==> config.mk <==
export PLATFORM = sky130hd
export DESIGN_NAME = assist_mode_ctrl
export DESIGN_NICKNAME = d
export VERILOG_FILES = /design/src/rtl/assist_mode_ctrl.sv
export SDC_FILE = /design/constraint.sdc
export NUM_CORES = 1
export LEC_CHECK = 0
export BUFFER_PORTS_ARGS = -buffer_cell sky130_fd_sc_hd__buf_2
export CAP_MARGIN = 0
export CORE_AREA = 3 3 90 92
export DETAILED_ROUTE_END_ITERATION = 7
export DIE_AREA = 0 0 93 95
export PLACE_DENSITY_LB_ADDON = 0.25
export SYNTH_ARGS = -nofsm -noshare
export SYNTH_HDL_FRONTEND = slang
export SYNTH_SLANG_ARGS = --single-unit
==> constraint.sdc <==
create_clock -name clk -period 6.2 [get_ports clk]
set_clock_uncertainty 0.05 [all_clocks]
set_input_delay 1.24 -clock clk [delete_from_list [all_inputs] [get_ports clk]]
set_output_delay 1.24 -clock clk [all_outputs]
set_load 0.01 [all_outputs]
==> src/rtl/assist_mode_ctrl.sv <==
// Assist-level front end: synchronised/debounced buttons, long-press on down,
// brake inhibit and a slew-limited torque scale output.

module amc_debounce #(
  parameter int DEB_CYC = 1000
) (
  input  logic clk,
  input  logic rst_n,
  input  logic raw_i,
  output logic lvl_o
);
  localparam int DW = $clog2(DEB_CYC + 1);
  localparam logic [DW-1:0] DEB_LAST = DW'(DEB_CYC - 1);

  logic          s1_q, s2_q, lvl_q, lvl_d;
  logic [DW-1:0] cnt_q, cnt_d;

  // Level flips on the edge where the count would reach DEB_CYC.
  always_comb begin
    lvl_d = lvl_q;
    cnt_d = '0;
    if (s2_q != lvl_q) begin
      if (cnt_q == DEB_LAST) lvl_d = s2_q;
      else                   cnt_d = cnt_q + 1'b1;
    end
  end

  always_ff @(posedge clk or negedge rst_n) begin
    if (!rst_n) begin
      s1_q  <= 1'b0;
      s2_q  <= 1'b0;
      lvl_q <= 1'b0;
      cnt_q <= '0;
    end else begin
      s1_q  <= raw_i;
      s2_q  <= s1_q;
      lvl_q <= lvl_d;
      cnt_q <= cnt_d;
    end
  end

  assign lvl_o = lvl_q;
endmodule

module assist_mode_ctrl #(
  parameter int DEB_CYC  = 1000,
  parameter int LONG_CYC = 50000,
  parameter int RAMP_CYC = 256
) (
  input  logic       clk,
  input  logic       rst_n,
  input  logic       btn_up,
  input  logic       btn_dn,
  input  logic       brake_n,
  output logic [1:0] setting,
  output logic [2:0] scale,
  output logic       ramping
);
  localparam int HW = $clog2(LONG_CYC + 1);
  localparam int RW = $clog2(RAMP_CYC + 1);
  localparam logic [HW-1:0] HOLD_MAX  = HW'(LONG_CYC);
  localparam logic [HW-1:0] HOLD_LAST = HW'(LONG_CYC - 1);
  localparam logic [RW-1:0] TMR_LAST  = RW'(RAMP_CYC - 1);

  typedef enum logic {IDLE, RAMP} state_t;

  // Index 0 = up, 1 = down.
  logic [1:0] raw_btn, deb_lvl, prev_q;
  assign raw_btn = {btn_dn, btn_up};

  for (genvar g = 0; g < 2; g++) begin : g_deb
    amc_debounce #(.DEB_CYC(DEB_CYC)) u_deb (
      .clk   (clk),
      .rst_n (rst_n),
      .raw_i (raw_btn[g]),
      .lvl_o (deb_lvl[g])
    );
  end

  logic          brk1_q, brk2_q, brk;
  logic [HW-1:0] hold_q, hold_d;
  logic [1:0]    setting_q, setting_d;
  logic [2:0]    scale_q, scale_d, tgt;
  logic [RW-1:0] tmr_q, tmr_d;
  state_t        state_q, state_d;
  logic          up_evt, dn_short, dn_long;

  assign brk = ~brk2_q;

  // Hold saturates at LONG_CYC, so a saturated count marks a consumed long press.
  assign hold_d   = !deb_lvl[1] ? '0 : (hold_q == HOLD_MAX) ? hold_q : hold_q + 1'b1;
  assign up_evt   = deb_lvl[0] & ~prev_q[0];
  assign dn_short = ~deb_lvl[1] & prev_q[1] & (hold_q != HOLD_MAX);
  assign dn_long  = deb_lvl[1] & (hold_q == HOLD_LAST);

  always_comb begin
    setting_d = setting_q;
    if (dn_long)
      setting_d = 2'd0;
    else if (dn_short)
      setting_d = (setting_q == 2'd0) ? 2'd0 : setting_q - 2'd1;
    else if (up_evt && !brk)
      setting_d = (setting_q == 2'd3) ? 2'd3 : setting_q + 2'd1;
  end

  always_comb begin
    case (setting_q)
      2'd0:    tgt = 3'd0;
      2'd1:    tgt = 3'd3;
      2'd2:    tgt = 3'd5;
      default: tgt = 3'd7;
    endcase
    if (brk) tgt = 3'd0;
  end

  // Timer free-runs across target changes; each wrap moves scale one LSB.
  always_comb begin
    state_d = state_q;
    tmr_d   = tmr_q;
    scale_d = scale_q;
    if (brk) begin
      state_d = IDLE;
      tmr_d   = '0;
      scale_d = 3'd0;
    end else begin
      case (state_q)
        IDLE: begin
          tmr_d = '0;
          if (scale_q != tgt) state_d = RAMP;
        end
        default: begin
          if (scale_q == tgt) begin
            state_d = IDLE;
            tmr_d   = '0;
          end else if (tmr_q == TMR_LAST) begin
            tmr_d   = '0;
            scale_d = (scale_q > tgt) ? scale_q - 3'd1 : scale_q + 3'd1;
            if (scale_d == tgt) state_d = IDLE;
          end else begin
            tmr_d = tmr_q + 1'b1;
          end
        end
      endcase
    end
  end

  always_ff @(posedge clk or negedge rst_n) begin
    if (!rst_n) begin
      brk1_q    <= 1'b1;
      brk2_q    <= 1'b1;
      prev_q    <= 2'b00;
      hold_q    <= '0;
      setting_q <= 2'd2;
      scale_q   <= 3'd5;
      tmr_q     <= '0;
      state_q   <= IDLE;
    end else begin
      brk1_q    <= brake_n;
      brk2_q    <= brk1_q;
      prev_q    <= deb_lvl;
      hold_q    <= hold_d;
      setting_q <= setting_d;
      scale_q   <= scale_d;
      tmr_q     <= tmr_d;
      state_q   <= state_d;
    end
  end

  assign setting = setting_q;
  assign scale   = scale_q;
  assign ramping = (state_q == RAMP);
endmodule

==> results by group, run 1 <==
Outcome
  – Outcome: completed

Timing
  – Setup ws final: 3.62 ns
  – Slew at the pin closest to its max-slew limit: 0.754 ns
  – Final setup fails: 0
  – Final Max Tran Viols: 0
  – RSZ-0062 raised after global routing: false
  – Final Cycle Share: 41.6%
  – Slew HR: 49.7%
  – Final Critical Period: 2.58 ns
  – Final hold vios: 0
  – Max Freq: 388 MHz
  – Setup TNS: 0 ns

Clock network
  – CTS Buf Count: 9
  – CTS resizes: 0
  – CTS sink count: 61
  – CTS tree: built
  – Root buf cell: clkbuf_8
  – Hold buffers post-CTS: 0
  – Clk_lat worst skew: 0.34 ns
  – Clock slew at reported path FFs: 0.07 ns
  – H-Tree Depth: 3
  – CTS Buffer Depth: 2
  – Post-CTS Repair Setup Buffers: 0

Power
  – Power Density: 249 nW/um2
  – Max VDD drop: 0.0000871 V
  – Lkg Pwr: 1.49 nW

Worst setup path
  – Startpoint types: flop
  – Worst path max stage delay: 0.59 ns
  – Crit path cell chain: nand2_1 -> ha_1 -> nand3_2 -> a21boi_2 -> fa_1 -> xnor2_1 -> or3_1 -> a21boi_1
  – WS Path Type: flop to flop
  – Reg2Reg Setup Slack: 3.62 ns
  – Critical-path top delay cell: dfstp_2
  – Worst EP arrival: 2.79 ns
  – R2r startpoint: brk2_q
  – Reg2Reg Depth: 8
  – Crit path capture: scale[2]
  – Reg2reg end: scale[2]
  – CP Max Fanout: 8
  – CP required: 6.41 ns
  – Critical Path End Type: flop
  – Worst Setup SP: brk2_q

Routing
  – DRC: 0
  – Via density: 4.78
  – ANT nets after route: 0
  – Total Wirelength: 4.71 mm
  – Initial DRC count: 102
  – DR WL/cell: 12.0 um
  – Via count: 1,884
  – Iteration count of the initial detailed-routing pass: 4

Global route
  – First-pass GRT wire length: 8.43 mm
  – Vias in the first global route: 1,847
  – Largest net degree at the start of global routing: 62
  – All-Layer GR Usage: 12.1%
  – GRT overflow: 0
  – Antenna violations before repair: 0

Floorplanning
  – Rows: 31
  – Core area: 7290 um2
  – Die H: 95 um
  – Full die area: 8840 um2
  – Starting density of the core: 40.0%
  – Die W: 93 um
  – IO Pins: 11

Logic synthesis
  – Top cells by count, synth: dfrtp_1, nor2_1, xnor2_1
  – Synth async-reset ratio: 100%
  – Count of unique library cells instantiated by Yosys: 40
  – Synth Instances: 271
  – Synthesized area: 2920 um2
  – Area leader, netlist: dfrtp_1
  – Sequential area share after synthesis: 52.6%
  – Top-count cell post-synth: dfrtp_1
  – Ranking of synthesized cells by area: dfrtp_1, xnor2_1, xor2_1, dfstp_2, nor2_1
  – Synth top area share: 48.1%
  – YS warnings: 0
  – Number of synthesized flops with an enable pin: 0
  – Synthesized area per cell: 10.8 um2
  – Synthesized flop and latch total: 61
  – Most used DFF post-synth: dfrtp_1
  – Syn nets: 285

Place
  – Pre-CTS WS: 3.64 ns
  – DPL Wire Length: 3.16 mm
  – Post-DP Area: 3090 um2
  – RD Place Congestion: 0.747
  – Input/output buffers: 10

Hold path
  – HP Class: flop to flop
  – Origin of the worst min-delay path: g_deb[0].u_deb.s1_q

Finish
  – Design Area, Final: 3310 um2
  – Final nets: 304
  – Fill count: 727
  – Area grow syn2layout: 13.6%
  – Antenna diode count: 0
  – Layout cells sized above 1: 14.2%
  – Post-layout util: 45.4%

Job
  – Max-Cap Viols: 0
metal layers:
layer  share of wire (%)  track usage (%)
met3                 2.3             2.47
met4                 2.4             7.33
met1                  52             16.3
met5                   0                0
met2                  43             18.0
layout by cell type (no fill, tap or decap), types with 2 or more instances in the layout:
cell,Yosys,final
a21oi_1,6,6
and2_1,16,16
and4_1,4,4
nand4_1,6,6
and3_1,9,9
a21boi_1,2,2
nor3_2,2,2
o21ai_0,5,5
nand4_2,2,2
bufinv_16,0,2
nand3_1,16,16
nor2b_1,5,5
nand3b_1,3,3
ha_1,8,8
or3_1,4,4
inv_1,7,7
clkbuf_8,0,10
nor2_1,35,35
buf_2,0,10
dfrtp_1,56,56
xnor2_1,24,24
and4b_1,2,2
xor2_1,16,16
dfstp_2,5,5
clkinvlp_4,0,2
mux2_2,2,2
nand2_1,17,17
how the worst min path moves through the flow:
stage                                      to  slack [ns]  depth (start not counted)
after floorplan           g_deb[0].u_deb.s2_q        0.28                          0
after global placement    g_deb[0].u_deb.s2_q        0.28                          0
after detailed placement  g_deb[1].u_deb.s2_q        0.29                          0
after CTS                 g_deb[0].u_deb.s2_q        0.31                          0
after global routing      g_deb[0].u_deb.s2_q        0.31                          0
final                     g_deb[0].u_deb.s2_q        0.30                          0
cells by family (layout without fill, tap and decap cells):
group	Yosys count	after routing	share of synthesized area [%]
muxes	4	4	1.50
adders and majority gates	9	9	4.12
xor gates and xnor gates	40	40	12.0
and+or+nand+nor	130	130	25.1
buffers and inverters	10	34	1.29
DFF	61	61	52.6
AOI/OAI and AO/OA	17	17	3.43
registers in the layout, summed over array words and instances (netlist names), 2 cells and up:
| signal | count |
|---|---|
| setting | 2 |
| g_deb.u_deb.s1_q | 2 |
| scale | 3 |
| g_deb.u_deb.lvl_o | 2 |
| tmr_q | 9 |
| prev_q | 2 |
| g_deb.u_deb.cnt_q | 20 |
| g_deb.u_deb.s2_q | 2 |
| hold_q | 16 |
critical path: cells and delay by family, from the launching register on:
kind / cells / cell delay [ns]
adder cells (fa/ha/maj): 2 / 0.73
AND/OR/NAND/NOR: 3 / 0.60
flip-flops: 1 / 0.59
AO/OA/AOI/OAI: 2 / 0.36
XOR/XNOR: 1 / 0.18
report_power, final:
group / switching, mW / leakage, nW / total, mW / internal (mW)
Clock: 0.161 / 0.106 / 0.399 / 0.238
Combinational: 0.0121 / 0.563 / 0.0171 / 0.00500
Sequential: 0.00390 / 0.820 / 0.408 / 0.404
area by class of cell:
cell class              instances  area, um2  area share (%)
well taps                      99        124            3.74
multi-input cells             200       1350            40.6
repair buffers                 11       57.6            1.74
clock inverters                 5       83.8            2.53
inverters                       7       26.3           0.794
flip-flops and latches         61       1530            46.3
clock buffers                  11        141            4.27
through the flow:
| stage | hold WS [ns] | power, mW | instances |
|---|---|---|---|
| 2_1_floorplan | 0.281 | 0.421 | 271 |
| 3_3_place_gp | 0.284 | 0.433 | 378 |
| 3_5_place_dp | 0.291 | 0.433 | 378 |
| 4_1_cts | 0.306 | 0.837 | 394 |
| 5_1_grt | 0.308 | 0.855 | 394 |
| 6_report | 0.301 | 0.824 | 394 |
Note: power is estimated with default switching activity, not from simulation.
==> run 2, diff against run 1 <==
--- a/config.mk
+++ b/config.mk
@@ -5,11 +5,12 @@
 export SDC_FILE = /design/constraint.sdc
 export NUM_CORES = 1
 export LEC_CHECK = 0
+export ABC_AREA = 1
 export BUFFER_PORTS_ARGS = -buffer_cell sky130_fd_sc_hd__buf_2
 export CAP_MARGIN = 0
-export CORE_AREA = 3 3 90 92
+export CORE_AREA = 3 3 91 93
 export DETAILED_ROUTE_END_ITERATION = 7
-export DIE_AREA = 0 0 93 95
+export DIE_AREA = 0 0 94 96
 export PLACE_DENSITY_LB_ADDON = 0.25
 export SYNTH_ARGS = -nofsm -noshare
 export SYNTH_HDL_FRONTEND = slang
==> constraint.sdc (replaced) <==
create_clock -name clk -period 2.2 [get_ports clk]
set_clock_uncertainty 0.05 [all_clocks]
set_input_delay 0.44 -clock clk [delete_from_list [all_inputs] [get_ports clk]]
set_output_delay 0.44 -clock clk [all_outputs]
set_load 0.01 [all_outputs]
==> run 2 against run 1 <==
Net effect: the run now ends with setup timing left; first-iteration DRC count decreased by 4.9%; wire length increased by 20%; synthesized cell count increased by 30%; fmax increased by 8.9%; global-route usage increased by 1.6 points; cell area increased by 8.2%; non-clock buffer count increased by 20; largest power group unchanged.
==> results by group, run 2 <==
Outcome
  – Outcome: complete, but fails checks
  – Failing checks: setup timing

Logic synthesis
  – Simple-gate share of the synthesized area: 26.5% (+1.5 points)
  – Synth Instances: 353 (+30%)
  – Ranking of synthesized cells by area: dfrtp_1, nand2_1, nor2_1, inv_1, dfstp_2
  – Area share of xor/xnor cells in the synthesized design: 4.70% (-7.3 points)
  – Synthesized area per cell: 8.44 um2 (-22%)
  – Synth top area share: 47.0% (-1.0 points)
  – Top-count cell post-synth: nand2_1
  – Synth Area in Compound Gates: 6.59% (+3.2 points)
  – Most used DFF post-synth: dfrtp_1
  – Number of synthesized flops with an enable pin: 0 (unchanged)
  – Synthesized flop and latch total: 61 (unchanged)
  – Area leader, netlist: dfrtp_1
  – Syn nets: 367 (+29%)
  – Largest family of logic cells by synthesized area: simple AND/OR/NAND/NOR gates
  – Post-Synth Adder-Cell Area: 4.03% (-0.090 points)
  – Mux share of post-synthesis cell area: 0% (-1.5 points)
  – Count of unique library cells instantiated by Yosys: 31 (-23%)
  – Synthesized area: 2980 um2 (+2.2%)
  – Synth async-reset ratio: 100% (unchanged)
  – YS warnings: 0 (unchanged)
  – Top cells by count, synth: nand2_1, nor2_1, dfrtp_1
  – Sequential area share after synthesis: 51.4% (-1.1 points)

Timing
  – Final setup fails: 2 (+2)
  – Slew HR: 61.8% (+12 points)
  – Setup ws final: -0.165 ns (-3.79 ns)
  – Final Critical Period: 2.37 ns (-0.211 ns)
  – RSZ-0062 raised after global routing: true
  – Final Cycle Share: 108% (+66 points)
  – Slew at the pin closest to its max-slew limit: 0.574 ns (-0.180 ns)
  – Final Max Tran Viols: 0 (unchanged)
  – Max Freq: 423 MHz (+8.9%)
  – Min Hold Slack: 0.0439 ns (-0.257 ns)
  – Final hold vios: 0 (unchanged)

Floorplanning
  – Die H: 96 um (+1.1%)
  – IO Pins: 11 (unchanged)
  – Full die area: 9020 um2 (+2.1%)
  – Rows: 32 (+3.2%)
  – Die W: 94 um (+1.1%)
  – Starting density of the core: 39.2% (-0.80 points)
  – Core area: 7610 um2 (+4.3%)

Power
  – Lkg Pwr: 1.68 nW (+13%)
  – Max VDD drop: 0.000404 V (+360%)
  – Sw frac: 23.3% (+1.8 points)
  – Net Switching: 0.483 mW (+170%)
  – Power Density: 578 nW/um2 (+130%)
  – Clock share of power: 41.8% (-6.7 points)
  – Comb power frac: 2.8% (+0.7 points)
  – Sequential Power Share: 55.4% (+5.9 points)
  – P_int: 1.59 mW (+150%)

Worst setup path
  – WS Path Type: flop to flop
  – CP Max Fanout: 3 (-5)
  – Startpoint types: flop
  – Reg2Reg Depth: 12 (+4)
  – Critical Path End Type: flop
  – CP required: 2.37 ns (-4.04 ns)
  – Reg2reg end: ramping
  – Reg2Reg Setup Slack: -0.17 ns (-3.79 ns)
  – Worst EP arrival: 2.54 ns (-0.25 ns)
  – R2r startpoint: brk2_q

Clock network
  – CTS Buf Count: 9 (unchanged)
  – CTS tree: built
  – Root buf cell: clkbuf_8
  – Hold buffers post-CTS: 0 (unchanged)
  – CTS Buffer Depth: 2 (unchanged)
  – Clock slew at reported path FFs: 0.07 ns (about the same)
  – CTS sink count: 61 (unchanged)
  – H-Tree Depth: 3 (unchanged)
  – Clk_lat worst skew: 0.34 ns (about the same)

Finish
  – Design Area, Final: 3580 um2 (+8.2%)
  – Commonest non-fill, non-tap cell in the layout: nor2_1
  – Most flop-heavy register: g_deb.u_deb.cnt_q
  – Max reg flops: 20 (unchanged)
  – Layout cells sized above 1: 19.3% (+5.1 points)
  – Fill count: 768 (+5.6%)
  – Antenna diode count: 0 (unchanged)
  – Final nets: 408 (+34%)
  – Area grow syn2layout: 20.2%
  – Biggest regs: g_deb.u_deb.cnt_q (20), hold_q (16), tmr_q (9)
  – Most frequent cells in the layout: nor2_1, nand2_1, dfrtp_1, inv_1, buf_4

Hold path
  – HP Class: input port to async pin

Global route
  – Largest net degree at the start of global routing: 30 (-52%)
  – Antenna violations before repair: 0 (unchanged)
  – GRT overflow: 0 (unchanged)
  – Global Route met3 Usage: 3.05% (+0.58 points)
  – All-Layer GR Usage: 13.7% (+1.6 points)
  – Most crowded layer after global routing: met2
  – First-pass GRT wire length: 9.68 mm (+15%)
  – GR Util met2: 19.9% (+1.9 points)
  – Vias in the first global route: 2,179 (+18%)
  – Met1 Use GR: 18.9% (+2.5 points)

Job
  – Max-Cap Viols: 0 (unchanged)

Place
  – DPL Wire Length: 3.87 mm (+23%)
  – Post-DP Area: 3310 um2 (+7.1%)
  – RD Place Congestion: 0.803 (+7.5%)
  – Input/output buffers: 10 (unchanged)

Routing
  – DRC: 0 (unchanged)
  – ANT nets after route: 0 (unchanged)
  – Initial DRC count: 97 (-4.9%)
  – Via density: 4.63 (-3.1%)
  – Via count: 2,321 (+23%)
  – Iteration count of the initial detailed-routing pass: 4 (unchanged)
  – Total Wirelength: 5.64 mm (+20%)
  – DR WL/cell: 11.3 um (-5.9%)
==> run 2: changes by cell type after synthesis, sizes merged, moves of 7 or more <==
cell   before  now
a21oi       6   20
and2       16    1
and3        9    1
inv         7   52
nand2      17   64
nor2       35   62
nor3        3   16
xnor2      24    7
xor2       16    9
==> run 2: per-layer routing <==
| layer | wire (um) | vias up |
|---|---|---|
| met3 | 177 | 11 |
| met5 | 0 | - |
| met4 | 131 | 0 |
| met2 | 2460 | 30 |
| li1 | - | 1207 |
| met1 | 2880 | 1073 |
==> run 2: worst max-delay path by stage <==
| stage | start | to | slack, ns | cells past startpoint |
|---|---|---|---|---|
| 3_5_place_dp | brk2_q | ramping | -0.13 | 12 |
| 3_3_place_gp | brk2_q | ramping | -0.06 | 12 |
| 6_report | brk2_q | ramping | -0.17 | 12 |
| 4_1_cts | brk2_q | ramping | -0.12 | 12 |
| 2_1_floorplan | setting[1] | ramping | -0.03 | 12 |
| 5_1_grt | brk2_q | ramping | -0.28 | 12 |
==> run 2: timing repair <==
action | CTS | global route
gates resized for setup | 6 | 6
endpoints found under the setup margin | 1 | 2
endpoints found under the hold margin | 0 | 0
pin swaps | 5 | 5
buffers inserted | 7 | 1
==> run 2: critical path: stages, from the launching register on <==
cell	delay, ns
dfstp_2	0.59
nand2_4	0.08
ha_4	0.27
a21oi_4	0.13
nand2_2	0.07
nand2_2	0.08
inv_2	0.04
fa_2	0.56
xnor2_2	0.07
nor2_1	0.11
nand3_1	0.08
nor2_1	0.09
nor2_1	0.04
==> run 2: final cells by class <==
type	instances	area [um2]	area share (%)
clock buffers	11	141	3.95
clock inverters	5	27.5	0.768
inverters	52	195	5.45
multi-input cells	239	1340	37.4
flip-flops and latches	61	1530	42.8
well taps	102	128	3.56
repair buffers	31	220	6.15
==> run 2: power groups by stage <==
stage                     logic, mW  registers (mW)  clock network [mW]
after floorplan              0.0214            1.17                   0
after global placement       0.0599            1.17                   0
after detailed placement     0.0601            1.17                   0
after CTS                    0.0605            1.15               0.894
after global routing         0.0679            1.15               0.936
final                        0.0575            1.15               0.865
==> run 2: through the flow <==
step / TNS (ns) / power, mW / setup WS (ns) / std cells / utilization [%]
finish: -0.191 / 2.07 / -0.165 / 501 / 47.1
global route: -0.420 / 2.15 / -0.284 / 501 / 47.1
CTS: -0.119 / 2.10 / -0.119 / 500 / 46.6
detailed placement: -0.135 / 1.23 / -0.135 / 477 / 43.5
global placement: -0.0647 / 1.23 / -0.0647 / 477 / 43.5
floorplan: -0.0255 / 1.19 / -0.0255 / 353 / -
==> run 2: kinds of logic after synthesis <==
family                   count (synthesis)
flip-flops                              61
AND/OR/NAND/NOR                        177
adder cells (fa/ha/maj)                  9
AO/OA/AOI/OAI                           37
buffers and inverters                   53
XOR/XNOR                                16
